==> src/rtl/pipelined_cascade_adder.sv <==
// Pipelined multi-operand unsigned adder built as a registered binary tree.
// Each tree level is one pipeline stage with its own valid bit and skid-free stall.
module pipelined_cascade_adder #(
    parameter int DATA_WIDTH   = 32,
    parameter int NUM_OPERANDS = 4
) (
    input  logic                               clock_in,
    input  logic                               reset_in,
    input  logic [NUM_OPERANDS*DATA_WIDTH-1:0] cadd_operands_in,
    input  logic                               cadd_valid_in,
    output logic                               cadd_ready_out,
    output logic [DATA_WIDTH-1:0]              cadd_sum_out,
    output logic                               cadd_overflow_out,
    output logic                               cadd_valid_out,
    input  logic                               cadd_ready_in
);

    localparam int LEVELS = $clog2(NUM_OPERANDS);
    localparam int LANES  = 1 << LEVELS;
    localparam int SLOTS  = LANES / 2;
    // Wide enough for the full tree sum, so no level ever truncates.
    localparam int SW     = DATA_WIDTH + LEVELS;

    logic [SW-1:0]     ops    [LANES];
    logic [SW-1:0]     data_q [LEVELS][SLOTS];
    logic [SW-1:0]     data_d [LEVELS][SLOTS];
    logic [LEVELS-1:0] valid_q;
    logic [LEVELS-1:0] valid_d;
    logic [LEVELS-1:0] load;
    logic [SW-1:0]     final_sum;

    for (genvar k = 0; k < LANES; k++) begin : g_pad
        if (k < NUM_OPERANDS) begin : g_op
            assign ops[k] = SW'(cadd_operands_in[k*DATA_WIDTH +: DATA_WIDTH]);
        end else begin : g_zero
            assign ops[k] = '0;
        end
    end

    // A stage may load if it or any stage downstream of it has room.
    always_comb begin
        logic room;
        room = cadd_ready_in;
        load = '0;
        for (int s = LEVELS - 1; s >= 0; s--) begin
            room    = room | ~valid_q[s];
            load[s] = room;
        end
    end

    always_comb begin
        data_d  = data_q;
        valid_d = valid_q;
        if (load[0]) begin
            valid_d[0] = cadd_valid_in;
            if (cadd_valid_in) begin
                for (int i = 0; i < SLOTS; i++) begin
                    data_d[0][i] = ops[2*i] + ops[2*i+1];
                end
            end
        end
        for (int s = 1; s < LEVELS; s++) begin
            if (load[s]) begin
                valid_d[s] = valid_q[s-1];
                if (valid_q[s-1]) begin
                    for (int i = 0; i < SLOTS / 2; i++) begin
                        data_d[s][i] = data_q[s-1][2*i] + data_q[s-1][2*i+1];
                    end
                end
            end
        end
    end

    always_ff @(posedge clock_in) begin
        if (reset_in) begin
            valid_q <= '0;
            for (int s = 0; s < LEVELS; s++) begin
                for (int i = 0; i < SLOTS; i++) begin
                    data_q[s][i] <= '0;
                end
            end
        end else begin
            valid_q <= valid_d;
            data_q  <= data_d;
        end
    end

    assign final_sum         = data_q[LEVELS-1][0];
    assign cadd_sum_out      = final_sum[DATA_WIDTH-1:0];
    assign cadd_overflow_out = |final_sum[SW-1:DATA_WIDTH];
    assign cadd_valid_out    = valid_q[LEVELS-1];
    // Reset empties the pipeline, so report ready while it is held.
    assign cadd_ready_out    = reset_in | load[0];

endmodule
==> config.mk <==
export PLATFORM = sky130hd
export DESIGN_NAME = pipelined_cascade_adder
export DESIGN_NICKNAME = d
export VERILOG_FILES = /design/src/rtl/pipelined_cascade_adder.sv
export SDC_FILE = /design/constraint.sdc
export NUM_CORES = 1
export LEC_CHECK = 0
export CORE_UTILIZATION = 58
export CTS_CLUSTER_DIAMETER = 120
export CTS_CLUSTER_SIZE = 8
export DETAILED_ROUTE_END_ITERATION = 8
export GPL_ROUTABILITY_DRIVEN = 1
export MAX_ROUTING_LAYER = met4
export PLACE_DENSITY_LB_ADDON = 0.2
export SLEW_MARGIN = 25
export SYNTH_ARGS = -nofsm -noshare
export SYNTH_HDL_FRONTEND = slang
export SYNTH_SLANG_ARGS = --single-unit
==> constraint.sdc <==
create_clock -name clock_in -period 9 [get_ports clock_in]
set_input_delay 1.8 -clock clock_in [delete_from_list [all_inputs] [get_ports clock_in]]
set_output_delay 1.8 -clock clock_in [all_outputs]
set_load 0.02 [all_outputs]
==> qor.csv <==
metric,value,unit
first_pass_iters,5,
rows,44,
synth.cell_area,0.00874,mm^2
ys_seq_elements,102,
grt_max_degree,93,
grt_first_pass_wirelength,36000,um
die_width,125,um
placed_cell_area,0.0101,mm^2
final.setup.tns,0,ns
period_share,56.3,%
ys.flop_type,dfxtp_1,
cp_max_fo,6,
num_vias,8481,
synth_area_leaders,"dfxtp_1, ha_1, a21oi_1, nand2_1, xnor2_1",
cts_sinks,102,
drcViolationCount,0,
cts_tree,built,
grt_pass1_vias,7657,
diodes,0,
start_util,59.9,%
post_cts_buffers,0,
synth_edf_count,0,
numPortBuffers,166,
area_delta_synth_final,19.5,%
wl,21700,um
place.gp.congestion,0.943,
multi_input_area,0.00610,mm^2
clock_latency,0.35,ns
drt-wirelength-per-cell,15.2,um
hpwlAfterDp,16800,um
ys_types,72,
cts_made_buffers,9,
worst_pin_slew,0.918,ns
power_density,142,mW/mm^2
grt_use_total,28.5,%
async_flop_share,0,%
h-tree-depth,3,
root_buffer,clkbuf_16,
core,0.0146,mm^2
syn_avg_cell_area,7.62,um^2
drive_gt1_share,3.70,%
path_clk_slew,0.06,ns
fillCellCount,1206,
period_needed,5.07,ns
crit_arrival,3.27,ns
yosys.area.top_type_share,23.4,%
cp.required,7.20,ns
peakVddDrop,90.4,uV
fin_area,0.0104,mm^2
hp-class,reg2reg,
grt_overflow,0,
clock_path_buffers,2,
yosys_warnings,0,
rsz0062_at_grt,false,
fmax,0.197,GHz
critPathKind,in2out,
num_io_pins,167,
die_h,125,um
cap_viol_max_count,0,
vias_per_cell,5.94,
syn_inst,1147,
yosys.area.top_type,dfxtp_1,
worst_hold_slack,0.447,ns
dieArea,0.0156,mm^2
final_nets,1472,
fin_skew,0.0107,ns
ff_latch_area,0.00204,mm^2
status,finished clean,
antenna_found_initial,0,
drt_iter0_markers,821,
endpoint_kind,output pin,
final-max-slew-violation-count,0,
hold_buffers,0,
drtAntennaViolNets,0,
finalHoldViolations,0,
post_cts_resized,0,
synth_nets,1379,
finalSetupViolCount,0,
p_leak,4.40,nW
start_kind,input pin,
synth_seq_area_share,23.4,%
slew_headroom,38.8,%
==> worst max-delay path, stage by stage <==
cell             delay (ns)
clkdlybuf4s50_1        0.40
nor2b_1                0.38
nand3_1                0.12
clkdlybuf4s50_1        0.57
==> per-layer routing <==
layer	wire, um	track usage, %	part of all wire, %
met5	0	-	0
met4	409	7.87	1.9
met3	1130	2.62	5.2
met2	9100	42.0	42
met1	11000	41.3	51
==> report_power, final <==
group          switching (mW)  internal [mW]  total, mW
Combinational           0.313          0.256      0.569
Sequential             0.0268          0.494      0.521
Clock                   0.172          0.223      0.395
Total                   0.511          0.973       1.48
==> cells in the final DEF (no fill, tap or decap), types with 4 or more instances in the layout <==
master,count
a211oi_1,18
a21o_1,43
a21o_2,4
a21oi_1,160
a22o_1,10
a31oi_1,13
a41oi_1,4
and2_1,6
and3_1,10
and3_2,5
buf_4,4
clkbuf_16,9
clkdlybuf4s50_1,165
dfxtp_1,102
ha_1,97
inv_1,22
nand2_1,182
nand2b_1,5
nand3_1,32
nand4_1,18
nor2_1,60
nor2b_1,13
nor3_1,15
nor4_1,4
nor4b_1,4
o211ai_1,8
o21a_1,10
o21ai_0,55
o21bai_1,10
o22ai_1,6
o31ai_1,5
or3_1,6
or4_1,5
xnor2_1,41
xor2_1,29
==> cells by family (layout without fill, tap and decap cells) <==
kind of cell	count (synthesis)	in the layout	share of synthesized area (%)
adders and majority gates	100	100	14.6
buffers and inverters	110	207	6.90
muxes	3	3	0.344
and+or+nand+nor	376	376	19.7
xor gates and xnor gates	70	70	7.02
AOI/OAI and AO/OA	386	386	28.0
DFF	102	102	23.4
==> flip-flops by register name, summed over array words and instances, names as in the netlist <==
| name | flops |
|---|---|
| data_q | 66 |
| final_sum | 34 |
| valid_q | 2 |
==> synth_stat cells (all sizes together) (6+ instances only) <==
library cell and count:
a211oi 19, a21o 47, a21oi 160, a22o 10
a31oi 14, and2 8, and3 15, buf 38
clkbuf 49, dfxtp 102, ha 97, inv 22
nand2 183, nand3 32, nand4 18, nor2 60
nor2b 14, nor3 15, o211ai 8, o21a 10
o21ai 56, o21bai 11, o22ai 6, or3 6
or4 6, xnor2 41, xor2 29
==> worst paths after layout <==
path	start	end	slack, ns	cells after the start
max	cadd_ready_in	cadd_ready_out	3.93	4
min	final_sum[10]	final_sum[10]	0.45	2
max reg2reg	data_q[68]	final_sum[26]	6.02	12
min reg2reg	final_sum[10]	final_sum[10]	0.45	2
==> through the flow <==
step                power, mW  cells  worst slack (ns)  util (%)
finish                   1.48   1428              3.93      71.6
global placement         1.08   1413              3.93      69.5
global route             1.57   1428              3.85      71.6
detailed placement       1.08   1413              3.84      69.5
CTS                      1.48   1428              3.92      71.6
floorplan               0.925   1147              4.53         -
==> cell type report <==
cell class              instances  share of cell area (%)
clock buffers                  11                    2.32
flip-flops and latches        102                    19.6
repair buffers                170                    16.2
multi-input cells             935                    58.4
inverters                      22                   0.791
clock inverters                 4                   0.527
well taps                     184                    2.20
(Power assumes the default switching activity.)
